===== src/rtl/glove_letter_capture.sv =====
// glove_letter_capture: debounces the glove finger code and issues one draw request
// per held sign. It also owns the text cursor: it advances per glyph, wraps to the
// next line and wraps back to the top of the page.
module glove_letter_capture #(
    parameter int STABLE_CYCLES = 25_000_000,
    parameter int COUNT_W       = 25,
    parameter int GLYPH_W       = 16,
    parameter int GLYPH_H       = 24,
    parameter int SCREEN_W      = 160,
    parameter int SCREEN_H      = 120
) (
    input  logic       CLOCK_50,
    input  logic       reset,
    input  logic [4:0] finger,
    input  logic       draw_busy,
    output logic [4:0] letter,
    output logic [7:0] x_origin,
    output logic [6:0] y_origin,
    output logic       draw_req,
    output logic       page_wrap
);

    localparam logic [COUNT_W-1:0] STABLE = COUNT_W'(STABLE_CYCLES);
    localparam logic [COUNT_W-1:0] ONE    = COUNT_W'(1);
    localparam logic [7:0]         X_LAST = 8'(SCREEN_W - GLYPH_W);
    localparam logic [6:0]         Y_LAST = 7'(SCREEN_H - GLYPH_H);
    localparam logic [7:0]         X_STEP = 8'(GLYPH_W);
    localparam logic [6:0]         Y_STEP = 7'(GLYPH_H);

    typedef enum logic [1:0] {S_WAIT, S_ISSUE, S_DRAW, S_ADVANCE} state_t;

    state_t             state, state_next;
    logic [4:0]         sync_a, sync_b;
    logic [4:0]         candidate;
    logic [COUNT_W-1:0] count;
    logic               armed;
    logic               accept;

    // Codes 00000 (space) and the five unassigned patterns are not drawable letters.
    function automatic logic is_letter(input logic [4:0] code);
        case (code)
            5'b00000, 5'b00100, 5'b01010,
            5'b10110, 5'b11010, 5'b11011: is_letter = 1'b0;
            default:                      is_letter = 1'b1;
        endcase
    endfunction

    // Acceptance fires on the edge where the count reaches STABLE_CYCLES, or later if
    // the count has already saturated. That puts the request STABLE_CYCLES+3 edges
    // after the finger change. STABLE_CYCLES must be at least 1.
    assign accept = (state == S_WAIT) && armed && (sync_b == candidate) &&
                    (count >= STABLE - ONE);

    // Two-flop synchroniser. It is cleared on reset so that a held code is
    // re-qualified from scratch.
    always_ff @(posedge CLOCK_50) begin
        if (reset) begin
            sync_a <= '0;
            sync_b <= '0;
        end else begin
            sync_a <= finger;
            sync_b <= sync_a;
        end
    end

    // Stability tracking. This keeps running in every state.
    always_ff @(posedge CLOCK_50) begin
        if (reset) begin
            candidate <= '0;
            count     <= '0;
            armed     <= 1'b1;
        end else if (sync_b != candidate) begin
            candidate <= sync_b;
            count     <= '0;
            armed     <= 1'b1;
        end else begin
            if (count != STABLE) count <= count + ONE;
            if (accept)          armed <= 1'b0;
        end
    end

    // State register.
    always_ff @(posedge CLOCK_50) begin
        if (reset) state <= S_WAIT;
        else       state <= state_next;
    end

    // Next-state logic and the draw request.
    always_comb begin
        state_next = state;
        draw_req   = 1'b0;
        case (state)
            S_WAIT: begin
                if (accept) begin
                    if (is_letter(candidate))    state_next = S_ISSUE;
                    else if (candidate == 5'd0)  state_next = S_ADVANCE;
                end
            end
            S_ISSUE: begin
                draw_req = 1'b1;
                if (draw_busy) state_next = S_DRAW;
            end
            S_DRAW:    if (!draw_busy) state_next = S_ADVANCE;
            S_ADVANCE: state_next = S_WAIT;
            default:   state_next = S_WAIT;
        endcase
    end

    // Letter latch, cursor stepping and the page-wrap pulse.
    always_ff @(posedge CLOCK_50) begin
        if (reset) begin
            letter    <= '0;
            x_origin  <= '0;
            y_origin  <= '0;
            page_wrap <= 1'b0;
        end else begin
            page_wrap <= 1'b0;
            if (accept && is_letter(candidate)) letter <= candidate;
            if (state == S_ADVANCE) begin
                if (x_origin == X_LAST) begin
                    x_origin <= '0;
                    if (y_origin == Y_LAST) begin
                        y_origin  <= '0;
                        page_wrap <= 1'b1;
                    end else begin
                        y_origin <= y_origin + Y_STEP;
                    end
                end else begin
                    x_origin <= x_origin + X_STEP;
                end
            end
        end
    end

endmodule


===== config.mk =====
export PLATFORM = sky130hd
export DESIGN_NAME = glove_letter_capture
export DESIGN_NICKNAME = d
export VERILOG_FILES = /design/src/rtl/glove_letter_capture.sv
export SDC_FILE = /design/constraint.sdc
export NUM_CORES = 1
export LEC_CHECK = 0
export CAP_MARGIN = 30
export CORE_MARGIN = 3
export CORE_UTILIZATION = 56
export DETAILED_ROUTE_END_ITERATION = 7
export PLACE_DENSITY = 0.79
export SLEW_MARGIN = 10
export SYNTH_ARGS = -nofsm -noshare
export SYNTH_HDL_FRONTEND = slang
export SYNTH_SLANG_ARGS = --single-unit

===== constraint.sdc =====
create_clock -name CLOCK_50 -period 2.3 [get_ports CLOCK_50]
set_clock_uncertainty 0.1 [all_clocks]
set_input_delay 0.46 -clock CLOCK_50 [delete_from_list [all_inputs] [get_ports CLOCK_50]]
set_output_delay 0.46 -clock CLOCK_50 [all_outputs]
set_load 0.02 [all_outputs]

==> flow_metrics.py, run 1 <==
metrics = {
    "grt": {
        "grt_max_degree": 27,
        "grt.overflow.total": 0,
        "antenna_found_initial": 0,
        "grt_pass1_wl_um": 8130,
        "globalRouteTotalUtil_pct": 17.7,
        "grt_pass1_vias": 1823,
    },
    "worst_setup_path": {
        "cp-end-kind": "output pin",
        "worst-path-buf-inv": 2,
        "cpPeakStageDelay_ns": 0.60,
        "required_ns": 1.74,
        "cp_slowest_cell": "clkdlybuf4s50_1",
        "arrival_ns": 1.55,
        "path_max_fanout": 4,
        "crit_family": "buffers and inverters",
        "startpoint_type": "flip-flop",
        "crit_chain": "inv_1 -> ha_1 -> clkdlybuf4s50_1",
        "path_class": "flip-flop to output pin",
    },
    "cts": {
        "holdBufCountCts": 0,
        "postCtsResizedCells": 0,
        "path_clk_slew_ns": 0.06,
        "htreeDepth": 3,
        "postCtsSetupBuffers": 0,
        "clock-sinks": 57,
        "clock_latency_ns": 0.33,
        "cts_buffers": 9,
        "cts_tree": "yes",
        "clock_path_buffers": 2,
        "cts-root-buf": "clkbuf_8",
    },
    "placed_design": {
        "dp_cells": 380,
        "place_ws_ns": 0.191,
        "io_buffers": 22,
        "hpwl_um": 3380,
        "place.gp.congestion": 0.815,
    },
    "layout": {
        "final_net_count": 344,
        "fin_cells": 396,
        "area_growth_pct": 15.9,
        "final-seq-area_um2": 1140,
        "multi_input_area_um2": 1450,
        "drive_above_1_share_pct": 7.25,
        "fill_cells": 360,
        "n_antenna_cell": 0,
    },
    "sta": {
        "rsz0062_at_grt": "no",
        "fin_crit_sh_pct": 91.6,
        "fin_ws_ns": 0.194,
        "relSlewSlack_pct": 63.8,
        "fin_setup_tns_ns": 0,
        "worst_pin_slew_ns": 0.535,
        "hold_viol": 0,
        "min_period_ns": 2.11,
        "slew_violations": 0,
        "fmax_ghz": 0.475,
        "setup_violations": 0,
    },
    "logic_synthesis": {
        "ys_warn_count": 0,
        "avgSynthCellArea_um2": 9.04,
        "ys_seq_area_share_pct": 41.7,
        "synth-edff-count": 0,
        "ys_types": 49,
        "async_flop_share_pct": 0,
        "syn-cell-area_um2": 2740,
        "synthCells": 303,
        "synth.ff_latch_count": 57,
        "synthFlopType": "dfxtp_1",
    },
    "die": {
        "chipHeight_um": 75.9,
        "fp.dieW_um": 75.9,
        "num_io_pins": 30,
        "start_util_pct": 60.4,
        "dieArea_um2": 5770,
        "placementRows": 24,
        "coreArea_um2": 4530,
    },
    "detailed_routing": {
        "viasPerCell": 5.15,
        "final_antenna_net_count": 0,
        "drt_iter0_markers": 111,
        "vias": 2040,
        "drcViolationCount": 0,
        "drtPass1Iterations": 4,
        "routedWlPerCell_um": 12.0,
        "drt-total-wl_um": 4760,
    },
    "status": {
        "status": "finished clean",
    },
    "power_and_ir_drop": {
        "power_uw": 2060,
        "ir_drop_v": 0.000595,
        "power.density_nw_per_um2": 649,
        "p_leak_uw": 0.00114,
    },
    "hold_path": {
        "hold_class": "flip-flop to flip-flop",
    },
    "run": {
        "drv_cap": 0,
    },
}
layout make-up:
class	count	area share [%]
multi-input cells	220	45.8
well taps	65	2.56
inverters	13	1.54
flip-flops and latches	57	35.9
clock buffers	14	5.44
clock inverters	2	1.10
repair buffers	25	7.64
sequential cells by signal, indices dropped and copies added (netlist names):
| name | count |
|---|---|
| armed | 1 |
| y_origin | 4 |
| candidate | 5 |
| sync_a | 5 |
| x_origin | 4 |
| letter | 5 |
| count | 25 |
| page_wrap | 1 |
| sync_b | 5 |
| state | 2 |
synth_stat cells, drive strengths merged, types with 2 or more instances:
library cell  number  area share [%]
a31o               3            0.96
nand4b             2            0.64
a21oi              8             1.5
and3               2            0.46
and4               5             1.6
and2               2            0.46
xor2              15             4.8
o21ai              7             1.3
mux2i             11             4.0
or2                2            0.46
nand4              9             2.3
clkbuf             8             1.1
inv               13             1.8
nand2             22             3.0
buf               11             3.2
and4b              2            0.73
xnor2             12             3.8
or3                6             1.4
dfxtp             57              42
nor3               9             1.6
nor4               3            0.69
nor2b             19             4.3
a211oi             3             1.5
nor2              32             4.4
ha                10             4.6
nand3             12             2.2
final timing paths:
| kind | from | end | slack [ns] | depth (start not counted) |
|---|---|---|---|---|
| worst max register to register | count[2] | letter[1] | 0.30 | 5 |
| worst max-delay path | state[1] | draw_req | 0.19 | 3 |
| worst min register to register | sync_a[3] | sync_b[3] | 0.33 | 1 |
| worst min-delay path | sync_a[3] | sync_b[3] | 0.33 | 1 |
layer usage:
layer | share of wire (%) | global-route usage, % | up-vias
met5 | 0 | 0 | -
met4 | 2.0 | 8.33 | 0
met3 | 4.9 | 7.23 | 8
met2 | 45 | 27.3 | 36
met1 | 48 | 21.5 | 924
li1 | - | - | 1072
logic make-up (layout without fill, tap and decap cells):
group | count (synthesis) | in the layout | synth area share, %
compound gates | 30 | 30 | 8.09
xor+xnor | 27 | 27 | 8.63
fa+ha+maj | 10 | 10 | 4.57
buf+inv | 32 | 54 | 6.08
flops | 57 | 57 | 41.7
mux | 11 | 11 | 4.02
other cells | 1 | 7 | 0.137
simple gates | 135 | 135 | 26.8
metrics by stage:
step                hold WS [ns]  cell area [µm²]  utilization, %
floorplan                  0.314             2760               -
global placement           0.319             2970            65.5
global route               0.351             3180            70.0
CTS                        0.335             3180            70.0
finish                     0.333             3180            70.0
detailed placement         0.321             2970            65.5
report_power, final:
group,total [µW],switching [µW],internal [µW]
sequential,1010,9.60,1000
combinational,95.3,56.7,38.6
clock,956,369,588
total,2060,435,1630
layout by cell type, fill, tap and decap left out, types with 2 or more instances in the layout:
cell	n
a21oi_1	8
a31o_1	3
and2_1	2
and3_1	2
and4_1	5
and4b_1	2
buf_4	3
clkbuf_1	2
clkbuf_8	12
clkdlybuf4s50_1	22
conb_1	7
dfxtp_1	57
ha_1	10
inv_1	13
mux2i_1	11
nand2_1	22
nand3_1	12
nand4_1	8
nand4b_1	2
nor2_1	32
nor2b_1	19
nor3_1	9
nor4_1	3
o21ai_0	7
or2_2	2
or3_1	6
xnor2_1	12
xor2_1	15
No activity file was read; power rests on OpenSTA's default activity.
==> inputs of run 2 (changes only) <==
Settings changed: CTS_CLUSTER_DIAMETER set to 60.
==> results of run 2 <==
Final layout, timing and power as in run 1 (identical DEF).
==> inputs of run 3 (changes only) <==
Settings changed: GPL_TIMING_DRIVEN set to 0.
==> run 3 against run 2 <==
Die area unchanged. Global-route usage up 0.37 points. Non-clock buffer count up 16. Worst hold slack better by 0.0043 ns. Sequential cell count unchanged.
==> flow_metrics.py, run 3 (synthesis results as in run 1) <==
metrics = {
    "cts": {
        "htreeDepth": 3,
        "cts_tree": "yes",
        "postCtsResizedCells": 0,
        "clock-sinks": 57,
        "clock_latency_ns": 0.32,
        "path_clk_slew_ns": 0.06,
        "postCtsSetupBuffers": 0,
        "clock_path_buffers": 2,
        "cts-root-buf": "clkbuf_8",
        "holdBufCountCts": 0,
        "cts_buffers": 9,
    },
    "worst_setup_path": {
        "required_ns": 1.74,
        "path_max_fanout": 4,
        "crit_chain": "inv_1 -> ha_1 -> clkdlybuf4s50_1",
        "cp-end-kind": "output pin",
        "cpPeakStageDelay_ns": 0.60,
        "worst-path-buf-inv": 2,
        "arrival_ns": 1.54,
        "crit_family": "buffers and inverters",
        "cp_slowest_cell": "clkdlybuf4s50_1",
        "path_class": "flip-flop to output pin",
        "startpoint_type": "flip-flop",
    },
    "placed_design": {
        "io_buffers": 22,
        "place_ws_ns": 0.0905,
        "place.gp.congestion": 0.760,
        "dp_cells": 396,
        "hpwl_um": 3460,
    },
    "layout": {
        "fin_cells": 410,
        "fill_cells": 337,
        "area_growth_pct": 19.7,
        "final_net_count": 360,
        "drive_above_1_share_pct": 9.28,
        "final-seq-area_um2": 1140,
        "layout_common_cells": "dfxtp_1 (57), nor2_1 (32), nand2_1 (22), clkdlybuf4s50_1 (22), nor2b_1 (19)",
        "largest_register_ffs": 25,
        "n_antenna_cell": 0,
        "mostFrequentLayoutCell": "dfxtp_1",
        "multi_input_area_um2": 1450,
        "top_register": "count",
    },
    "grt": {
        "grt_use_met1_pct": 24.6,
        "globalRouteTotalUtil_pct": 18.1,
        "grt_pass1_vias": 1911,
        "busiest_layer": "met2",
        "grt_pass1_wl_um": 8540,
        "grtUsageMet3_pct": 4.03,
        "antenna_found_initial": 0,
        "grt.overflow.total": 0,
        "met2_usage_pct": 27.1,
        "grt_max_degree": 11,
    },
    "power_and_ir_drop": {
        "ir_drop_v": 0.000516,
        "p_leak_uw": 0.00120,
        "power.density_nw_per_um2": 652,
    },
    "die": {
        "num_io_pins": 30,
        "chipHeight_um": 75.9,
        "start_util_pct": 60.4,
        "fp.dieW_um": 75.9,
        "dieArea_um2": 5770,
        "coreArea_um2": 4530,
        "placementRows": 24,
    },
    "sta": {
        "min_period_ns": 2.10,
        "hold_viol": 0,
        "relSlewSlack_pct": 61.4,
        "slew_violations": 0,
        "fmax_ghz": 0.477,
        "fin_ws_ns": 0.204,
        "fin_setup_tns_ns": 0,
        "rsz0062_at_grt": "no",
        "setup_violations": 0,
        "worst_pin_slew_ns": 0.570,
        "fin_crit_sh_pct": 91.1,
    },
    "detailed_routing": {
        "viasPerCell": 5.15,
        "vias": 2112,
        "drt-total-wl_um": 4950,
        "final_antenna_net_count": 0,
        "routedWlPerCell_um": 12.1,
        "drcViolationCount": 0,
        "drt_iter0_markers": 110,
        "drtPass1Iterations": 4,
    },
    "hold_path": {
        "hold_class": "flip-flop to flip-flop",
    },
    "status": {
        "status": "finished clean",
    },
    "run": {
        "drv_cap": 0,
    },
}
==> run 3: changes by cell type in the layout (fill, tap and decap cells not counted) <==
cell	delta
clkbuf_8	-1
buf_2	+1
buf_4	+5
clkbuf_1	+6
bufinv_16	+1
buf_6	+2
==> run 3: final cells by class <==
class / count / share of cell area, %
clock buffer: 11 / 4.62
timing repair buffer: 22 / 6.71
buffer: 19 / 3.59
clock inverter: 3 / 1.98
sequential: 57 / 34.8
tap: 65 / 2.48
inverter: 13 / 1.49
multi-input combinational: 220 / 44.3
==> run 3: path summary, 6_finish.rpt <==
check	startpoint	to	slack [ns]	cells after the start
setup reg to reg	count[1]	letter[1]	0.25	6
hold reg to reg	sync_a[2]	sync_b[2]	0.34	1
setup / recovery	state[1]	draw_req	0.20	3
hold / removal	sync_a[2]	sync_b[2]	0.34	1
==> run 3: report_power, final <==
part	leakage [µW]	internal (µW)	switching, µW
clock	0.000111	655	368
combinational	0.000632	46.5	61.8
sequential	0.000462	1000	7.09
==> run 3: layer usage <==
| metal | up-vias | routed length (µm) | share of wire [%] |
|---|---|---|---|
| met5 | - | 0 | 0 |
| met4 | 0 | 75 | 1.5 |
| met3 | 7 | 195 | 3.9 |
| met2 | 39 | 2190 | 44 |
| met1 | 969 | 2490 | 50 |
| li1 | 1097 | - | - |
==> run 3: metrics by stage <==
step	area [µm²]	hold slack [ns]	total power, µW	util [%]
6_report	3280	0.337	2140	72.3
5_1_grt	3280	0.355	2220	72.3
4_1_cts	3280	0.340	2150	72.3
3_5_place_dp	3060	0.327	1140	67.5
3_3_place_gp	3060	0.317	1130	67.5
2_1_floorplan	2760	0.314	1110	-
==> run 3: worst register-to-register path: stages, from the launching register on <==
cell	delay (ns)
dfxtp_1	0.37
ha_1	0.16
clkbuf_1	0.29
and4_1	0.27
a2bb2oi_1	0.10
a211oi_4	0.45
mux2i_1	0.24
